===== config.mk =====
export PLATFORM = sky130hd
export DESIGN_NAME = hamming_scrub_ctrl
export DESIGN_NICKNAME = d
export VERILOG_FILES = /design/src/rtl/hamming_pkg.sv /design/src/rtl/hamming_block_codec.sv /design/src/rtl/hamming_scrub_ctrl.sv
export SDC_FILE = /design/constraint.sdc
export NUM_CORES = 1
export LEC_CHECK = 0
export BUFFER_PORTS_ARGS = -buffer_cell sky130_fd_sc_hd__buf_2
export CORE_MARGIN = 10
export CORE_UTILIZATION = 53
export CTS_BUF_LIST = sky130_fd_sc_hd__clkbuf_8
export DETAILED_ROUTE_END_ITERATION = 12
export PLACE_DENSITY = 0.79
export SKIP_LAST_GASP = 1
export SLEW_MARGIN = 20
export SYNTH_ARGS = -nofsm -noshare
export SYNTH_HDL_FRONTEND = slang
export SYNTH_SLANG_ARGS = --single-unit
export TNS_END_PERCENT = 10

===== constraint.sdc =====
create_clock -name clk -period 1.92 [get_ports clk]
set_input_delay 0.096 -clock clk [delete_from_list [all_inputs] [get_ports clk]]
set_output_delay 0.096 -clock clk [all_outputs]
set_load 0.005 [all_outputs]

===== src/rtl/hamming_pkg.sv =====
// -----------------------------------------------------------------------------
// hamming_pkg
// Shared types and helpers for the Hamming-protected scrub controller.
//   state_t        : controller FSM states
//   BLOCK_DATA_W   : data bits per code block (4)
//   BLOCK_PAR_W    : stored parity bits per block (3, or 4 with SECDED)
//   blk_fix_t      : result of correcting one block
//   enc_block      : parity for one 4-bit block
//   correct_block  : apply a registered syndrome/overall result to one block
// Optional feature macro: HAMMING_SECDED_EN (adds the overall parity bit p3).
// -----------------------------------------------------------------------------
package hamming_pkg;

    typedef enum logic [2:0] {
        IDLE    = 3'd0,
        INCR    = 3'd1,
        ENCODE  = 3'd2,
        CHECK   = 3'd3,
        CORRECT = 3'd4
    } state_t;

    localparam int BLOCK_DATA_W = 4;
`ifdef HAMMING_SECDED_EN
    localparam int BLOCK_PAR_W  = 4;
`else
    localparam int BLOCK_PAR_W  = 3;
`endif

    typedef struct packed {
        logic [BLOCK_DATA_W-1:0] data;
        logic [BLOCK_PAR_W-1:0]  par;
`ifdef HAMMING_SECDED_EN
        logic                    uncorr;
`endif
        logic                    fixed;
    } blk_fix_t;

    // p0 = d0^d1^d2, p1 = d0^d1^d3, p2 = d0^d2^d3 (p3 = overall parity)
    function automatic logic [BLOCK_PAR_W-1:0] enc_block(input logic [BLOCK_DATA_W-1:0] d);
        logic [BLOCK_PAR_W-1:0] p;
        p[0] = d[0] ^ d[1] ^ d[2];
        p[1] = d[0] ^ d[1] ^ d[3];
        p[2] = d[0] ^ d[2] ^ d[3];
`ifdef HAMMING_SECDED_EN
        p[3] = (^d) ^ p[0] ^ p[1] ^ p[2];
`endif
        return p;
    endfunction

    // syn = stored ^ re-encoded parity {p2,p1,p0}.
    // ovr = overall mismatch; in the 3-bit code it is simply |syn, so a
    // nonzero syndrome always counts as a single correctable error.
    function automatic blk_fix_t correct_block(
        input logic [BLOCK_DATA_W-1:0] d,
        input logic [BLOCK_PAR_W-1:0]  p,
        input logic [2:0]              syn,
        input logic                    ovr
    );
        blk_fix_t r;
        r.data  = d;
        r.par   = p;
        r.fixed = 1'b0;
`ifdef HAMMING_SECDED_EN
        r.uncorr = 1'b0;
`endif
        if ((syn != 3'b000) && ovr) begin
            r.fixed = 1'b1;
            case (syn)
                3'b111:  r.data[0] = ~d[0];
                3'b011:  r.data[1] = ~d[1];
                3'b101:  r.data[2] = ~d[2];
                3'b110:  r.data[3] = ~d[3];
                3'b001:  r.par[0]  = ~p[0];
                3'b010:  r.par[1]  = ~p[1];
                3'b100:  r.par[2]  = ~p[2];
                default: r.fixed   = 1'b0;
            endcase
        end
`ifdef HAMMING_SECDED_EN
        else if ((syn == 3'b000) && ovr) begin
            // Only the overall bit itself is wrong.
            r.par[3] = ~p[3];
            r.fixed  = 1'b1;
        end else if ((syn != 3'b000) && !ovr) begin
            // Even number of flips: detectable but not locatable.
            r.uncorr = 1'b1;
        end
`endif
        return r;
    endfunction

endpackage


===== src/rtl/hamming_block_codec.sv =====
// -----------------------------------------------------------------------------
// hamming_block_codec
// Combinational encode / syndrome / correction for one 4-bit block.
//   data, par      : current stored data nibble and its stored parity
//   syn_reg,ovr_reg: syndrome and overall mismatch captured during CHECK
//   enc_par        : freshly encoded parity of data
//   syndrome       : stored ^ re-encoded parity (3 bits)
//   overall_mm     : overall parity mismatch (|syndrome in the 3-bit code)
//   fix_data/par   : block contents after applying the captured correction
//   uncorr         : (HAMMING_SECDED_EN only) block holds a double error
//   fixed          : captured correction changes this block
// -----------------------------------------------------------------------------
module hamming_block_codec
    import hamming_pkg::*;
(
    input  logic [BLOCK_DATA_W-1:0] data,
    input  logic [BLOCK_PAR_W-1:0]  par,
    input  logic [2:0]              syn_reg,
    input  logic                    ovr_reg,
    output logic [BLOCK_PAR_W-1:0]  enc_par,
    output logic [2:0]              syndrome,
    output logic                    overall_mm,
    output logic [BLOCK_DATA_W-1:0] fix_data,
    output logic [BLOCK_PAR_W-1:0]  fix_par,
`ifdef HAMMING_SECDED_EN
    output logic                    uncorr,
`endif
    output logic                    fixed
);

    blk_fix_t fix;

    assign enc_par  = enc_block(data);
    assign syndrome = par[2:0] ^ enc_par[2:0];

`ifdef HAMMING_SECDED_EN
    // A consistent codeword has even parity over all eight bits.
    assign overall_mm = ^{data, par};
`else
    assign overall_mm = |syndrome;
`endif

    // Correction uses the registered CHECK result; the block contents cannot
    // change between CHECK and CORRECT because injection is IDLE-only.
    assign fix      = correct_block(data, par, syn_reg, ovr_reg);
    assign fix_data = fix.data;
    assign fix_par  = fix.par;
    assign fixed    = fix.fixed;
`ifdef HAMMING_SECDED_EN
    assign uncorr   = fix.uncorr;
`endif

endmodule


===== src/rtl/hamming_scrub_ctrl.sv =====
// -----------------------------------------------------------------------------
// hamming_scrub_ctrl
// Owns a Hamming-protected counter and serialises increments, periodic
// scrubs, single-bit correction write-back and debug error injection.
// Ports:
//   clk, rst_n       : clock, asynchronous active-low reset
//   inc_req/inc_ack  : increment request (held) / one-cycle accept pulse
//   scrub_req        : force a scrub (remembered until the scrub starts)
//   inj_en, inj_*    : XOR masks applied to count/parity while IDLE
//   count, parity    : protected counter and its stored parity
//   busy             : FSM not in IDLE
//   err_corrected    : one-cycle pulse when a correction is written
//   err_block        : corrected-block mask, valid with err_corrected
//   corr_count       : saturating number of corrections
//   uncorr_err       : uncorrectable-error pulse (0 unless SECDED)
// Optional feature macro: HAMMING_SECDED_EN (4-bit-per-block SECDED code).
// -----------------------------------------------------------------------------
module hamming_scrub_ctrl
    import hamming_pkg::*;
#(
    parameter int WIDTH        = 16,
    parameter int BLOCKS       = WIDTH / 4,
    parameter int PAR_BITS     = BLOCKS * BLOCK_PAR_W,
    parameter int SCRUB_PERIOD = 64,
    parameter int CNT_W        = 8
) (
    input  logic                clk,
    input  logic                rst_n,
    input  logic                inc_req,
    output logic                inc_ack,
    input  logic                scrub_req,
    input  logic                inj_en,
    input  logic [WIDTH-1:0]    inj_data_mask,
    input  logic [PAR_BITS-1:0] inj_par_mask,
    output logic [WIDTH-1:0]    count,
    output logic [PAR_BITS-1:0] parity,
    output logic                busy,
    output logic                err_corrected,
    output logic [BLOCKS-1:0]   err_block,
    output logic [CNT_W-1:0]    corr_count,
    output logic                uncorr_err
);

    localparam int              TMR_W      = $clog2(SCRUB_PERIOD);
    localparam logic [TMR_W-1:0] TMR_RELOAD = TMR_W'(SCRUB_PERIOD - 1);

    state_t              state_reg,      state_next;
    logic [WIDTH-1:0]    count_reg,      count_next;
    logic [PAR_BITS-1:0] parity_reg,     parity_next;
    logic [TMR_W-1:0]    timer_reg,      timer_next;
    logic                pending_reg,    pending_next;
    logic [BLOCKS*3-1:0] syn_reg,        syn_next;
    logic [BLOCKS-1:0]   ovr_reg,        ovr_next;
    logic [CNT_W-1:0]    corr_count_reg, corr_count_next;

    // Per-block codec outputs, concatenated in block order.
    logic [PAR_BITS-1:0] enc_all;
    logic [BLOCKS*3-1:0] syn_all;
    logic [BLOCKS-1:0]   ovr_all;
    logic [WIDTH-1:0]    fix_count;
    logic [PAR_BITS-1:0] fix_parity;
    logic [BLOCKS-1:0]   fix_mask;
`ifdef HAMMING_SECDED_EN
    logic [BLOCKS-1:0]   uncorr_mask;
`endif

    for (genvar gi = 0; gi < BLOCKS; gi++) begin : g_blk
        hamming_block_codec u_codec (
            .data       (count_reg[gi*BLOCK_DATA_W +: BLOCK_DATA_W]),
            .par        (parity_reg[gi*BLOCK_PAR_W +: BLOCK_PAR_W]),
            .syn_reg    (syn_reg[gi*3 +: 3]),
            .ovr_reg    (ovr_reg[gi]),
            .enc_par    (enc_all[gi*BLOCK_PAR_W +: BLOCK_PAR_W]),
            .syndrome   (syn_all[gi*3 +: 3]),
            .overall_mm (ovr_all[gi]),
            .fix_data   (fix_count[gi*BLOCK_DATA_W +: BLOCK_DATA_W]),
            .fix_par    (fix_parity[gi*BLOCK_PAR_W +: BLOCK_PAR_W]),
`ifdef HAMMING_SECDED_EN
            .uncorr     (uncorr_mask[gi]),
`endif
            .fixed      (fix_mask[gi])
        );
    end

    always_ff @(posedge clk or negedge rst_n) begin
        if (!rst_n) begin
            state_reg      <= IDLE;
            count_reg      <= '0;
            parity_reg     <= '0;
            timer_reg      <= TMR_RELOAD;
            pending_reg    <= 1'b0;
            syn_reg        <= '0;
            ovr_reg        <= '0;
            corr_count_reg <= '0;
        end else begin
            state_reg      <= state_next;
            count_reg      <= count_next;
            parity_reg     <= parity_next;
            timer_reg      <= timer_next;
            pending_reg    <= pending_next;
            syn_reg        <= syn_next;
            ovr_reg        <= ovr_next;
            corr_count_reg <= corr_count_next;
        end
    end

    always_comb begin
        state_next      = state_reg;
        count_next      = count_reg;
        parity_next     = parity_reg;
        syn_next        = syn_reg;
        ovr_next        = ovr_reg;
        corr_count_next = corr_count_reg;
        timer_next      = (timer_reg != '0) ? timer_reg - 1'b1 : '0;
        pending_next    = pending_reg | scrub_req;

        case (state_reg)
            IDLE: begin
                if (inj_en) begin
                    count_next  = count_reg ^ inj_data_mask;
                    parity_next = parity_reg ^ inj_par_mask;
                end else if ((timer_reg == '0) || pending_reg || scrub_req) begin
                    state_next = CHECK;
                end else if (inc_req) begin
                    state_next = INCR;
                end
            end
            INCR: begin
                count_next = count_reg + 1'b1;
                state_next = ENCODE;
            end
            ENCODE: begin
                parity_next = enc_all;
                state_next  = IDLE;
            end
            CHECK: begin
                syn_next     = syn_all;
                ovr_next     = ovr_all;
                timer_next   = TMR_RELOAD;
                // Clearing here also swallows a scrub_req seen this cycle.
                pending_next = 1'b0;
                state_next   = ((|syn_all) || (|ovr_all)) ? CORRECT : IDLE;
            end
            CORRECT: begin
                count_next  = fix_count;
                parity_next = fix_parity;
                // Blocks flagged only as uncorrectable do not count.
                if ((|fix_mask) && (corr_count_reg != {CNT_W{1'b1}})) begin
                    corr_count_next = corr_count_reg + 1'b1;
                end
                state_next = IDLE;
            end
            default: state_next = IDLE;
        endcase
    end

    assign inc_ack       = (state_reg == INCR);
    assign busy          = (state_reg != IDLE);
    assign err_corrected = (state_reg == CORRECT) && (|fix_mask);
    assign err_block     = (state_reg == CORRECT) ? fix_mask : '0;
    assign count         = count_reg;
    assign parity        = parity_reg;
    assign corr_count    = corr_count_reg;
`ifdef HAMMING_SECDED_EN
    assign uncorr_err    = (state_reg == CORRECT) && (|uncorr_mask);
`else
    assign uncorr_err    = 1'b0;
`endif

endmodule


* Yosys cells after proc, flatten, opt, wreduce, memory -nomap -nowiden
Cells that the tools add are included.
** Word-level totals
- Logic and storage cells :: 267
- Bits in registers :: 62
- Output and inout port bits :: 44
** Operators by class
- Add/subtract/negate cells :: 3
- Equality and inequality tests :: 68
- Reductions and logical operators :: 58
- Mux-type cells :: 49
- Bitwise gates (word level) :: 55
** Operator list (number)
- $reduce_and 4->1 :: 28
- $ne 2x1->1 const B :: 32
- $eq 3x3->1 const B :: 17
- $pmux 16 s3 :: 1
- $pmux 12 s3 :: 1
- $mux 1 :: 33
- $mux 8 :: 4
- $eq 3x2->1 const B :: 10
- $not 1->1 :: 28
- $reduce_or 7->1 :: 4
- $reduce_bool 3->1 :: 7
- $xor 1x1->1 :: 20
- $add 16x1->16 const B :: 1
- $mux 16 :: 1
- $xor 16x16->16 :: 1
- $eq 3x1->1 const B :: 5
- $mux 12 :: 1
- $mux 3 :: 4
- $mux 6 :: 2
- $reduce_or 12->1 :: 1
- $reduce_or 3->1 :: 4
- $xor 12x12->12 :: 1
- $xor 3x3->3 :: 4
- $pmux 3 s3 :: 1
- 14 further kinds :: 22

* Logic depth before layout (Yosys ltp)
- Word-level depth :: 7
- Gate-level depth with buffers :: 8
- Gate-level depth less buffers :: 6

* Hierarchy
Synthesis repeated with hierarchy kept, for this count alone.
** Second synthesis, totals
- Cell total of the unflattened synthesis :: 461
- Area, all modules :: 4564.4 um^2
** Modules (own cells, without submodules)
- hamming_scrub_ctrl :: times used 1, cells an instance 345, area an instance 3518.4 um^2, sequential area each 1559.0 um^2
- hamming_block_codec :: times used 4, cells an instance 29, area an instance 261.5 um^2, sequential area each 0.0 um^2

* Worst setup path after synthesis
No wires, ideal clock.
- Path type :: reg2reg
- From :: reg state_reg[1]
- To :: reg count_reg[6], in the netlist count[6]
- Cell stages (with the launch flop) :: 7
- Setup time :: 0.126 ns
- Setup slack :: 0.093 ns
- Arrival time :: 1.701 ns
- Buffers on the path :: 1
- Clock period less this slack :: 1.827 ns
- Path through :: dfrtp_1 -> or3b_4 -> buf_6 -> nand2_4 -> nor2_1 -> or3_1 -> a221o_1
** Between the ends
- Word-level cells in the longest chain between the ends :: 3
- Elaborated cells on any way between the ends :: 9
- Classes of those cells :: eq/ne (5); mux (1); reduce/logical (3)
** RTL lines
- start, declared :: line hamming_scrub_ctrl.sv:47 : state_t state_reg, state_next;
- start signal, assigned :: line hamming_scrub_ctrl.sv:96 : state_reg <= state_next;
- $eq 3x3->1, or another cell as far along :: line hamming_scrub_ctrl.sv:117 : case (state_reg)
- $ne 2x1->1 (no line), or another cell as far along
- $reduce_and 4->1 (no line)
- end signal, assigned :: line hamming_scrub_ctrl.sv:97 : count_reg <= count_next;
- end, declared :: line hamming_scrub_ctrl.sv:48 : logic [WIDTH-1:0] count_reg, count_next;
Several ways; a longest one is shown, not always the timed one.
A chain may end at the register's enable or synchronous reset.

* Final worst setup path
- From :: reg state_reg[0]
- To :: out err_corrected
** Between the ends
- Word-level cells in the longest chain between the ends :: 2
** RTL lines
- $eq 3x3->1 :: line hamming_scrub_ctrl.sv:159 : assign err_corrected = (state_reg == CORRECT) && (|fix_mask);
- $logic_and 1x1->1 :: line hamming_scrub_ctrl.sv:159
- end, declared :: line hamming_scrub_ctrl.sv:38 : output logic err_corrected,
Every way passes these cells.

==> impl_results.html <==
<table>
<tr><th>Metric</th><th>Value</th></tr>
<tr><th colspan="2">Status</th></tr>
<tr><td>Result of the run</td><td>finished, violations left</td></tr>
<tr><td>Violations in the final reports</td><td>negative setup slack</td></tr>
<tr><th colspan="2">Timing</th></tr>
<tr><td>Tmin final</td><td>between 1.5 and 2 ns</td></tr>
<tr><td>Number of hold violations in the final report</td><td>0</td></tr>
<tr><td>Count of endpoints failing setup in the final report</td><td>5</td></tr>
<tr><td>Setup slack of the critical path after layout</td><td>-0.0329 ns</td></tr>
<tr><td>Count of pins over their slew limit</td><td>0</td></tr>
<tr><td>Hold Worst Slack</td><td>just under 0.1 ns</td></tr>
<tr><td>Unrepaired setup endpoints after global routing</td><td>yes</td></tr>
<tr><td>Period utilization</td><td>1.02</td></tr>
<tr><td>Post-Route Skew</td><td>between 0.01 and 0.015 ns</td></tr>
<tr><td>Max frequency</td><td>0.512 GHz</td></tr>
<tr><th colspan="2">Critical path</th></tr>
<tr><td>Critical path's top delay family</td><td>simple AND/OR/NAND/NOR gates</td></tr>
<tr><td>Ordered list of cells on the worst path</td><td>or3b_4 &gt; buf_4 &gt; a41oi_4 &gt; buf_2</td></tr>
<tr><td>Critical path launch point type</td><td>register</td></tr>
<tr><td>CP Data Required Time</td><td>roughly 1.8 ns</td></tr>
<tr><td>Number of cells on the worst reg-to-reg path</td><td>5</td></tr>
<tr><td>Buffers and inverters on the worst path</td><td>2</td></tr>
<tr><td>CP max stage delay</td><td>about 0.44 ns</td></tr>
<tr><td>Critical path type</td><td>register to output pin</td></tr>
<tr><td>Critical path endpoint category</td><td>output pin</td></tr>
<tr><td>Count of cell instances traversed by the critical path</td><td>4</td></tr>
<tr><td>Critical Path Slowest Stage Cell</td><td>or3b_4</td></tr>
<tr><td>RR Startpoint</td><td>state_reg[0]</td></tr>
<tr><td>Maximum net fanout on the critical path</td><td>5</td></tr>
<tr><td>Critical register-to-register path endpoint</td><td>corr_count[1]</td></tr>
<tr><td>Data arrival at the endpoint of the critical path</td><td>approximately 1.9 ns</td></tr>
<tr><td>Worst reg-to-reg setup slack</td><td>-0.02 ns</td></tr>
<tr><th colspan="2">Place</th></tr>
<tr><td>Number of I/O port buffers</td><td>between 70 and 80</td></tr>
<tr><td>Routability congestion estimate</td><td>around 0.94</td></tr>
<tr><td>Detailed placer's ending HPWL</td><td>approximately 11 mm</td></tr>
<tr><td>Worst slack, placed</td><td>-0.0556 ns</td></tr>
<tr><th colspan="2">Power</th></tr>
<tr><td>Power density of the placed cells</td><td>1900 nW/um2</td></tr>
<tr><td>Leakage power</td><td>0.00241 uW</td></tr>
<tr><td>Overall power consumption</td><td>10400 uW</td></tr>
<tr><td>Worst vdd ir</td><td>between 0.001 and 0.0015 V</td></tr>
<tr><th colspan="2">Min path</th></tr>
<tr><td>Worst hold path type</td><td>input pin to register</td></tr>
<tr><td>Worst min-delay path endpoint</td><td>state_reg[0]</td></tr>
<tr><td>Number of stages on the worst hold path</td><td>3</td></tr>
<tr><td>Hold wc startpoint</td><td>inj_en</td></tr>
<tr><th colspan="2">Synth</th></tr>
<tr><td>Synthesized area per cell</td><td>between 8 and 9 um2</td></tr>
<tr><td>Sequential element share of the synthesized area</td><td>0.360</td></tr>
<tr><td>Gate count after technology mapping</td><td>between 500 and 600</td></tr>
<tr><td>Syn nets</td><td>544</td></tr>
<tr><td>Distinct cell type count of the synthesized netlist</td><td>71</td></tr>
<tr><td>Main area contributors after synthesis</td><td>dfrtp_1 (32%), xor2_1 (5.1%), o21ai_0 (4.9%)</td></tr>
<tr><td>Leading register cell type out of synthesis</td><td>dfrtp_1</td></tr>
<tr><td>Share of synthesized registers carrying an async set or reset</td><td>1.00</td></tr>
<tr><td>Area leader, netlist</td><td>dfrtp_1</td></tr>
<tr><td>Number of enable flip-flop cells after synthesis</td><td>0</td></tr>
<tr><td>Total of warnings raised by yosys</td><td>0</td></tr>
<tr><td>Flops &amp; latches, synth</td><td>62</td></tr>
<tr><td>Area share of the largest cell type after synthesis</td><td>0.323</td></tr>
<tr><td>Cell area after synthesis</td><td>~4300 um2</td></tr>
<tr><th colspan="2">Drt</th></tr>
<tr><td>Average vias per placed instance</td><td>approximately 6.2</td></tr>
<tr><td>Remaining routing DRC violations</td><td>0</td></tr>
<tr><td>DR vias</td><td>between 4000 and 5000</td></tr>
<tr><td>First-iteration detailed-routing DRC count</td><td>366</td></tr>
<tr><td>Initial DRT Pass Iterations</td><td>5</td></tr>
<tr><td>Routed length per placed instance</td><td>about 19 um</td></tr>
<tr><td>Overall routed net length</td><td>14.0 mm</td></tr>
<tr><td>Antenna-violating nets left</td><td>0</td></tr>
<tr><th colspan="2">Floorplan</th></tr>
<tr><td>Row count</td><td>32</td></tr>
<tr><td>Full die area</td><td>12200 um2</td></tr>
<tr><td>Width of the chip</td><td>~110 um</td></tr>
<tr><td>I/O pin cnt</td><td>77</td></tr>
<tr><td>Floorplan die height</td><td>110 um</td></tr>
<tr><td>Initial core utilization</td><td>0.552</td></tr>
<tr><td>Std-Cell Core Area</td><td>roughly 7800 um2</td></tr>
<tr><th colspan="2">Clock network</th></tr>
<tr><td>TritonCTS clock tree</td><td>built</td></tr>
<tr><td>Buffer levels on the longest clock path</td><td>2</td></tr>
<tr><td>Clock Tree Root</td><td>clkbuf_8</td></tr>
<tr><td>CTS buffer count</td><td>9</td></tr>
<tr><td>Clock Latency Late Sink</td><td>roughly 0.37 ns</td></tr>
<tr><td>Worst-path clk slew</td><td>0.08 ns</td></tr>
<tr><td>Count of clock tree sinks</td><td>62</td></tr>
<tr><td>CTS H-tree depth</td><td>3</td></tr>
<tr><th colspan="2">Global route</th></tr>
<tr><td>First-pass GRT wire length</td><td>about 23 mm</td></tr>
<tr><td>Gr usage total</td><td>0.222</td></tr>
<tr><td>Residual overflow from global routing</td><td>0</td></tr>
<tr><td>Number of antenna violations at the first check in global routing</td><td>0</td></tr>
<tr><td>Maximum number of pins on one net before global-route repair</td><td>48</td></tr>
<tr><td>Via count of the first global-routing pass</td><td>approximately 4400</td></tr>
<tr><th colspan="2">Finish</th></tr>
<tr><td>Number of nets in the final layout</td><td>around 660</td></tr>
<tr><td>Flip-flop count of the largest register, all copies and words added</td><td>16</td></tr>
<tr><td>Layout cells sized above 1</td><td>0.304</td></tr>
<tr><td>Antenna Cells</td><td>0</td></tr>
<tr><td>Fill cell total of the finished layout</td><td>651</td></tr>
<tr><td>Growth of design area from synthesis to finish</td><td>26.2%</td></tr>
<tr><th colspan="2">Run</th></tr>
<tr><td>Max-capacitance violation count</td><td>0</td></tr>
</table>
[how the worst max path moves through the flow]
stage	slack (ns)	endpoint	start
2_1_floorplan	0.09	count[6]	state_reg[1]
5_1_grt	-0.06	corr_count[1]	state_reg[0]
3_3_place_gp	0.05	count[4]	state_reg[2]
3_5_place_dp	-0.06	parity[9]	state_reg[2]
4_1_cts	-0.03	err_block[0]	state_reg[2]
6_report	-0.03	err_corrected	state_reg[0]
[cell usage after synthesis, types with 4 or more instances]
cell,count
a211o_1,5
a21oi_1,30
and2_1,4
buf_2,15
clkbuf_1,18
dfrtp_1,56
dfstp_2,6
ha_1,6
inv_1,9
nand2_1,41
nand3_1,26
nand4_1,8
nand4b_1,4
nor2_1,42
nor2b_1,4
nor3_1,11
o211ai_1,18
o21ai_0,42
o31a_1,5
o31ai_1,13
or3_1,12
xnor2_1,24
xor2_1,25
[metrics by stage]
| stage | instance area (um2) | TNS, ns | util | std cells |
|---|---|---|---|---|
| 6_report | 5470 | -0.0746 | 0.697 | 731 |
| 5_1_grt | 5470 | -0.851 | 0.697 | 731 |
| 4_1_cts | 5430 | -0.0675 | 0.691 | 729 |
| 3_5_place_dp | 5160 | -0.145 | 0.657 | 707 |
| 3_3_place_gp | 5160 | 0 | 0.657 | 707 |
| 2_1_floorplan | 4330 | 0 | - | 505 |
[timing repair]
| action | 4_1_cts | 5_1_grt |
|---|---|---|
| endpoints found under the hold margin | 17 | 0 |
| pin swaps | 0 | 2 |
| buffers inserted | 3 | 2 |
| setup endpoints to repair | 14 | 35 |
| resized for setup | 3 | 9 |
| hold buffers | 3 | 0 |
[per-layer routing]
layer	up-vias	track usage	share of wire
met3	32	0.0605	0.10
met2	252	0.347	0.46
li1	2097	-	-
met1	2170	0.282	0.41
met5	-	0	0
met4	0	0.0881	0.022
[logic make-up (layout without fill, tap and decap cells)]
family                   count (synthesis)  in the layout  synth area share
multiplexers                             4              4            0.0104
AND/OR/NAND/NOR                        186            186             0.225
XOR/XNOR                                49             49            0.0990
buffers and inverters                   48            172            0.0502
flip-flops                              62             62             0.360
adder cells (fa/ha/maj)                  6              6            0.0173
other                                    1              1          0.000865
AO/OA/AOI/OAI                          149            149             0.238
[worst reg2reg max path, delay by kind of cell (launching register included)]
| family | cells | cell delay [ns] |
|---|---|---|
| AO/OA/AOI/OAI | 2 | 0.46 |
| buffers and inverters | 1 | 0.17 |
| flip-flops | 1 | 0.42 |
| multiplexers | 1 | 0.33 |
| AND/OR/NAND/NOR | 1 | 0.44 |
[cell type report]
class	count	area (um2)	share of cell area
multi-input combinational	395	2590	0.473
tap	102	128	0.0233
sequential	62	1560	0.285
clock buffer	9	124	0.0226
clock inverter	7	82.6	0.0151
inverter	10	37.5	0.00686
timing repair buffer	146	948	0.173
[layout by cell type, fill, tap and decap left out, types with 4 or more instances in the layout]
cell / count
clkinv_4: 4
nor2_1: 42
dfstp_2: 6
nand3_1: 26
o211ai_1: 18
nand2_1: 40
and2_1: 4
or3_1: 12
o31ai_1: 13
o21ai_0: 42
ha_1: 6
nor2b_1: 4
clkbuf_8: 9
inv_1: 8
a21oi_1: 28
nand4_1: 8
buf_2: 75
buf_4: 64
a211o_1: 5
xor2_1: 25
dfrtp_1: 55
o31a_1: 5
nor3_1: 10
nand4b_1: 4
xnor2_1: 24
[report_power, final]
group	internal (uW)	switching [uW]
registers	1970	924
logic	2870	3390
clock network	617	619
total	5460	4930
Power figures use the tool's default switching activity.
